## src/rtl/microwave_timer_ctrl.sv

```systemverilog
// Microwave cook-timer sequencer: collects keypad digits, loads the external BCD
// down-counter chain, paces its count enable and runs the magnetron until zero.
module microwave_timer_ctrl #(
    parameter int TICK_DIV = 50_000_000
) (
    input  logic        clk,
    input  logic        clrn,
    input  logic        key_valid,
    input  logic [3:0]  key,
    input  logic        start,
    input  logic        stop,
    input  logic        clear,
    input  logic        door_closed,
    input  logic        timer_zero,
    output logic        loadn,
    output logic [15:0] data,
    output logic        en,
    output logic        mag_on,
    output logic        done,
    output logic [2:0]  state_o
);

    localparam int PW = (TICK_DIV > 2) ? $clog2(TICK_DIV) : 1;
    localparam logic [PW-1:0] PMAX = PW'(TICK_DIV - 1);

    typedef enum logic [2:0] {
        S_IDLE  = 3'd0,
        S_SET   = 3'd1,
        S_LOAD  = 3'd2,
        S_RUN   = 3'd3,
        S_PAUSE = 3'd4,
        S_CLR   = 3'd5,
        S_DONE  = 3'd6
    } state_t;

    state_t          state_q, state_d;
    logic [15:0]     entry_q, entry_d;
    logic [PW-1:0]   presc_q, presc_d;
    logic            loadn_q, loadn_d;
    logic [15:0]     data_q, data_d;
    logic            en_q, en_d;
    logic            mag_q, mag_d;
    logic            done_q, done_d;
    logic            ign_q;

    logic            key_ok;
    logic [PW-1:0]   presc_nxt;

    assign key_ok    = key_valid && (key <= 4'd9);
    assign presc_nxt = (presc_q == PMAX) ? '0 : presc_q + 1'b1;

    always_comb begin
        state_d = state_q;
        entry_d = entry_q;
        presc_d = presc_q;
        case (state_q)
            S_IDLE, S_SET: begin
                if (clear) begin
                    state_d = S_CLR;
                end else if (start && door_closed && (entry_q != 16'h0000)) begin
                    state_d = S_LOAD;
                end else if (key_ok) begin
                    entry_d = {entry_q[11:0], key};
                    state_d = S_SET;
                end
            end
            S_LOAD: begin
                presc_d = '0;
                state_d = clear ? S_CLR : S_RUN;
            end
            S_RUN: begin
                // Prescaler advances on every RUN cycle, including the one that
                // pauses, so an already-issued tick is never repeated on resume.
                presc_d = presc_nxt;
                if (clear) begin
                    state_d = S_CLR;
                end else if (stop || !door_closed) begin
                    state_d = S_PAUSE;
                end else if (timer_zero && !ign_q) begin
                    state_d = S_DONE;
                end
            end
            S_PAUSE: begin
                if (clear || stop) begin
                    state_d = S_CLR;
                end else if (start && door_closed) begin
                    state_d = S_RUN;
                end
            end
            S_CLR: begin
                state_d = S_IDLE;
            end
            S_DONE: begin
                if (clear) begin
                    state_d = S_CLR;
                end else if (key_ok) begin
                    entry_d = {12'h000, key};
                    state_d = S_SET;
                end
            end
            default: begin
                state_d = S_IDLE;
            end
        endcase
        if (state_d == S_CLR) begin
            entry_d = 16'h0000;
        end
    end

    // Outputs are registered from the next state so they line up with state_o.
    always_comb begin
        loadn_d = !((state_d == S_LOAD) || (state_d == S_CLR));
        data_d  = entry_d;
        mag_d   = (state_d == S_RUN);
        done_d  = (state_d == S_DONE);
        en_d    = (state_d == S_RUN) && (presc_d == PMAX) && !timer_zero;
    end

    always_ff @(posedge clk or negedge clrn) begin
        if (!clrn) begin
            state_q <= S_IDLE;
            entry_q <= 16'h0000;
            presc_q <= '0;
            loadn_q <= 1'b1;
            data_q  <= 16'h0000;
            en_q    <= 1'b0;
            mag_q   <= 1'b0;
            done_q  <= 1'b0;
            ign_q   <= 1'b0;
        end else begin
            state_q <= state_d;
            entry_q <= entry_d;
            presc_q <= presc_d;
            loadn_q <= loadn_d;
            data_q  <= data_d;
            en_q    <= en_d;
            mag_q   <= mag_d;
            done_q  <= done_d;
            // The chain's zero flag lags the count by a cycle after each tick.
            ign_q   <= en_q;
        end
    end

    assign loadn   = loadn_q;
    assign data    = data_q;
    assign en      = en_q;
    assign mag_on  = mag_q;
    assign done    = done_q;
    assign state_o = state_q;

endmodule

```

## config.mk

```make
export PLATFORM = sky130hd
export DESIGN_NAME = microwave_timer_ctrl
export DESIGN_NICKNAME = d
export VERILOG_FILES = /design/src/rtl/microwave_timer_ctrl.sv
export SDC_FILE = /design/constraint.sdc
export NUM_CORES = 1
export LEC_CHECK = 0
export CAP_MARGIN = 10
export CORE_MARGIN = 3
export CORE_UTILIZATION = 45
export CTS_CLUSTER_DIAMETER = 40
export DETAILED_ROUTE_END_ITERATION = 12
export GPL_TIMING_DRIVEN = 0
export PLACE_DENSITY = 0.63
export SYNTH_ARGS = -nofsm -noshare
export SYNTH_HDL_FRONTEND = slang
export SYNTH_SLANG_ARGS = --single-unit
```

## constraint.sdc

```tcl
create_clock -name clk -period 3.5 [get_ports clk]
set_clock_uncertainty 0.15 [all_clocks]
set_input_delay 0.7 -clock clk [delete_from_list [all_inputs] [get_ports clk]]
set_output_delay 0.7 -clock clk [all_outputs]
set_load 0.01 [all_outputs]
```

# Word-level counts from Yosys, hierarchy flattened

Index checks and enable logic that the tools add are counted.

Input port bits: 12
Output and inout port bits: 23
Memory bits (writable): 0
Bits in registers: 50
ROM bits: 0
Bits in latches: 0
Word-level logic and storage cells: 64
Memories: 0

$mul: 0
Reductions and logical operators: 18
Muxes and demuxes: 20
Divide/modulo/power cells: 0
Magnitude comparators: 1
Bitwise operators: 0
Add/subtract/negate cells: 1
Equality and inequality tests: 16
Shift-type cells: 0

Operators with widths:

| cell                    | count |
|---|---|
| $mux W16                | 6 |
| $eq A26 B26 Y1 const B  | 2 |
| $pmux W26 S2            | 1 |
| $pmux W16 S2            | 1 |
| $mux W3                 | 10 |
| $add A26 B1 Y26 const B | 1 |
| $mux W26                | 1 |
| $reduce_bool A16 Y1     | 1 |
| $ne A3 B3 Y1 const B    | 5 |
| $pmux W3 S5             | 1 |
| $eq A3 B2 Y1 const B    | 4 |
| $eq A3 B3 Y1 const B    | 4 |
| $logic_and A1 B1 Y1     | 6 |
| $reduce_and A6 Y1       | 1 |
| $le A4 B4 Y1 const B    | 1 |
| $logic_not A1 Y1        | 4 |
| $eq A3 B1 Y1 const B    | 1 |
| $logic_not A3 Y1        | 1 |
| $logic_or A1 B1 Y1      | 3 |
| $reduce_bool A3 Y1      | 1 |
| $reduce_or A2 Y1        | 1 |

# Longest topological paths before layout

Depth after elaboration: 9
Mapped depth: 9
Gate-level depth less buffers: 7

# Least setup slack after synthesis

Ideal clock, no wire load.

Path type: register -> register
From: register presc_q[0]
To: register en_q (netlist: en)
Library setup time: 0.096 ns
Buffers on the path: 0
Stages on the path, launching flop included: 8
Setup slack: 1.035 ns
Data arrival time: 2.219 ns
Required time: 3.254 ns
Clock period less this slack: 2.465 ns
Cell sequence: dfrtp_1 > ha_1 > and2_4 > nand2_4 > o31a_2 > o221a_1 > or4b_1 > nor4_2

Word-level cells in the longest chain between the ends: 6
Elaborated cells on any way between the ends: 7
Classes of those cells: add/sub: 1; eq/ne: 2; mux: 2; reduce/logical: 2

RTL lines:

| element                                           | line | source |
|---|---|---|
| from (decl)                                       | 38   | `logic [PW-1:0] presc_q, presc_d;` |
| from (signal assigned)                            | 133  | `presc_q <= presc_d;` |
| $add A26 B1 Y26 or $eq A26 B26 Y1 (tied branches) | 50   | `assign presc_nxt = (presc_q == PMAX) ? '0 : presc_q + 1'b1;` |
| $mux W26                                          | 50   |  |
| $pmux W26 S2 *                                    | 56   | `case (state_q)` |
| $eq A26 B26 Y1 *                                  | 116  | `en_d = (state_d == S_RUN) && (presc_d == PMAX) && !timer_zero;` |
| $logic_and A1 B1 Y1 * (2 in a row)                | 116  |  |
| net en_d                                          | 41   | `logic en_q, en_d;` |
| to (signal assigned)                              | 136  | `en_q <= en_d;` |
| to (decl)                                         | 41   |  |

Mark *: on every way through the listed nets, which the timed path passes. The rest lies on a longest branch.
A chain may end at the register's enable or synchronous reset.

# Worst setup path in the final report

From: register presc_q[0]
To: register en_q (netlist: en)

Word-level cells in the longest chain between the ends: 6
Elaborated cells on any way between the ends: 7
Classes of those cells: add/sub: 1; eq/ne: 2; mux: 2; reduce/logical: 2

RTL lines:

| element                                           | line |
|---|---|
| $add A26 B1 Y26 or $eq A26 B26 Y1 (tied branches) | 50 |
| $mux W26 *                                        | 50 |
| $pmux W26 S2 *                                    | 56 |
| net presc_d[7]                                    | 38 |
| $eq A26 B26 Y1 *                                  | 116 |
| $logic_and A1 B1 Y1 * (2 in a row)                | 116 |
| net en_d                                          | 41 |

Marks and branches as above.

==> results.md <==
- Design area: 3540 µm²
- Placer Congestion: 0.937
- Largest net degree at the start of global routing: 27
- Die Area: 7670 µm²
- Drt wl/cell: 17.3 µm
- Pwr per Cell Area: 460 nW/µm²
- CTS buffer count: 5
- Max_cap viols: 0
- Synth Instances: 321
- CP bufs+invs: 0
- Total track usage: 0.212
- Max-slew headroom: 0.344
- CTS Hold Buffers Added: 0
- CTS tree: done
- FILL cells: 592
- Met2 GRT Util: 0.295
- Clk sinks: 50
- RR Startpoint: presc_q[0]$_DFF_PN0_
- FMAX: 337 MHz
- Share of cells above drive strength 1: 0.0989
- Worst EP arrival: 3.01 ns
- Top_reg_cell synth: dfrtp_1
- Hold Violations, Final: 0
- Top Ports: 35
- Status: completed
- Post-synth ARST share: 1.00
- Met3 Track Usage GR: 0.0348
- Crit Path Category: reg -> reg
- EDFF count, synth: 0
- Worst-case clock buffer depth: 2
- CP startpoint: presc_q[0]$_DFF_PN0_
- CP endpoint kind: register
- Distinct cells, synth: 65
- Critical path's slowest cell: o31ai_2
- Final critical-path required period: 2.97 ns
- Overflow after GRT: 0
- Post-synthesis register bit count: 50
- First-pass GRT wire length: 12,800 µm
- Register area share after synthesis: 0.418
- Cell Chain, Critical Path: ha_1, and2_4, nand2_4, o31ai_2, o21ai_2, or4b_1, nor4_2
- Endpoints failing setup: 0
- Initial antenna violation count: 0
- # diodes: 0
- HP Class: reg -> reg
- Crit path max fanout: 8
- Worst-case vdd ir drop: 0.000277 V
- HPWL after detailed placement: 5630 µm
- Layer with the highest usage: met1
- 1st-pass router iterations: 5
- Final #Nets: 376
- HP Start: en$_DFF_PN0_
- Syn Area/Cell: 9.33 µm²
- Post-CTS Resized: 0
- Core area: 6390 µm²
- Crit path max-delay family: simple AND/OR/NAND/NOR gates
- Clock Latency Late Sink: 0.31 ns
- Met1 usage: 0.343
- Final period utilization: 0.848
- Area post-placement: 3450 µm²
- Slowest stage delay, CP: 0.58 ns
- Post-CTS Setup Bufs: 0
- Yosys warns: 0
- Via count: 2,587
- Initial DRC Count: 243
- Chip Width: 87.6 µm
- Initial core utilization: 0.469
- Die Y: 87.6 µm
- Clock-pin transition on the worst setup and hold timing paths: 0.09 ns
- Syn Nets: 334
- Crit start category: register
- RSZ-0062 raised after global routing: no
- Drt via density: 5.87
- Leak: 1.63 nW
- Mapped cell area: 3000 µm²
- H-tree levels: 2
- Vias in the first global route: 2,411
- Post-route ant nets: 0
- # DRC: 0
- Critical Path RT: 3.54 ns
- Fin Setup TNS: 0 ns
- Syn-to-layout area delta: 18.3%
- Final Max Slew Viols: 0
- Routed WL: 7620 µm
- Port Buf Inserts: 34
- Num rows: 29
- Slew @ Worst Pin: 0.971 ns
- Root Buffer: clkbuf_8
==> power breakdown <==
part | internal, mW | switching, mW
Sequential | 0.637 | 0.0597
Combinational | 0.252 | 0.325
Clock | 0.159 | 0.198
==> through the flow <==
step           utilization  power [mW]  worst slack [ns]  std cells  hold slack, ns
2_1_floorplan            -        1.06              1.04        321           0.254
6_report             0.555        1.63             0.534        441           0.232
3_5_place_dp         0.540        1.28             0.230        433           0.215
5_1_grt              0.555        1.74             0.282        441           0.249
4_1_cts              0.555        1.65             0.536        441           0.240
3_3_place_gp         0.537        1.28            0.0211        432           0.215
==> registers in the layout, summed over array words and instances, names as in the netlist <==
name     count
en           1
state_o      3
mag_on       1
presc_q     26
loadn        1
done         1
data        16
ign_q        1
==> cells in the mapped netlist (3+ instances only) <==
cell type | count | area (µm²)
dfrtp_1 | 49 | 1230
nor2_1 | 37 | 139
nand2_1 | 26 | 97.6
mux2i_1 | 22 | 220
and2_1 | 16 | 100
nand3_1 | 13 | 65.1
inv_1 | 11 | 41.3
o21ai_0 | 11 | 55.1
nand4_1 | 10 | 62.6
nor4_1 | 10 | 62.6
xor2_1 | 9 | 78.8
a21oi_1 | 8 | 40.0
clkbuf_1 | 8 | 30.0
and3_1 | 6 | 37.5
nor3_1 | 6 | 30.0
xnor2_1 | 5 | 43.8
nand2b_1 | 4 | 25.0
nand4b_1 | 4 | 35.0
a31oi_1 | 3 | 18.8
buf_6 | 3 | 33.8
nor2b_1 | 3 | 18.8
o22ai_1 | 3 | 18.8
o31ai_1 | 3 | 22.5
==> kinds of logic after synthesis <==
| kind of cell | Yosys count | synth area share |
|---|---|---|
| fa+ha+maj | 1 | 0.00418 |
| buf+inv | 26 | 0.0455 |
| flops | 50 | 0.418 |
| compound gates | 52 | 0.124 |
| mux | 22 | 0.0735 |
| simple gates | 156 | 0.294 |
| xor+xnor | 14 | 0.0409 |
==> worst register-to-register path, delay by kind of cell (launching register included) <==
kind | cells | cell delay [ns]
DFF | 1 | 0.45
adders and majority gates | 1 | 0.32
AOI/OAI and AO/OA | 2 | 0.76
and+or+nand+nor | 4 | 1.18
==> final timing paths <==
path / to / slack (ns) / cells after the start
min in group asynchronous: presc_q[4]$_DFF_PN0_ / 0.24 / 1
max in group asynchronous: loadn$_DFF_PN1_ / 2.34 / 2
hold / removal: ign_q$_DFF_PN0_ / 0.23 / 0
setup reg to reg: en$_DFF_PN0_ / 0.53 / 7
setup / recovery: en$_DFF_PN0_ / 0.53 / 7
hold reg to reg: ign_q$_DFF_PN0_ / 0.23 / 0
==> placed cells by master (no fill, tap or decap), drive strengths merged, types with 4 or more instances in the layout <==
cell type | netlist | layout
inv | 11 | 11
nand4b | 4 | 4
clkdlybuf4s50 | 0 | 33
xor2 | 9 | 9
a21oi | 8 | 8
nand2 | 27 | 27
clkbuf | 9 | 15
nand2b | 4 | 4
dfrtp | 49 | 49
xnor2 | 5 | 5
nand4 | 11 | 11
o31ai | 4 | 4
and2 | 18 | 18
and3 | 6 | 6
nor2 | 37 | 37
nand3 | 13 | 13
nor4 | 11 | 11
nor3 | 8 | 8
o21ai | 13 | 13
mux2i | 22 | 22
buf | 6 | 8
==> cell type report <==
type	instances	area, µm²	area share
Timing Repair Buffer	35	355	0.100
Clock inverter	2	12.5	0.00353
Tap cell	77	96.3	0.0272
Multi-Input combinational cell	245	1610	0.454
Clock buffer	6	82.6	0.0233
Buffer	15	95.1	0.0268
Inverter	11	41.3	0.0117
Sequential cell	50	1250	0.354
==> routing by layer <==
layer,share of wire,vias to the layer above
li1,-,1263
met1,0.52,1252
met2,0.43,66
met3,0.047,6
met4,0.0072,0
met5,0,-
Power figures use the tool's default switching activity.
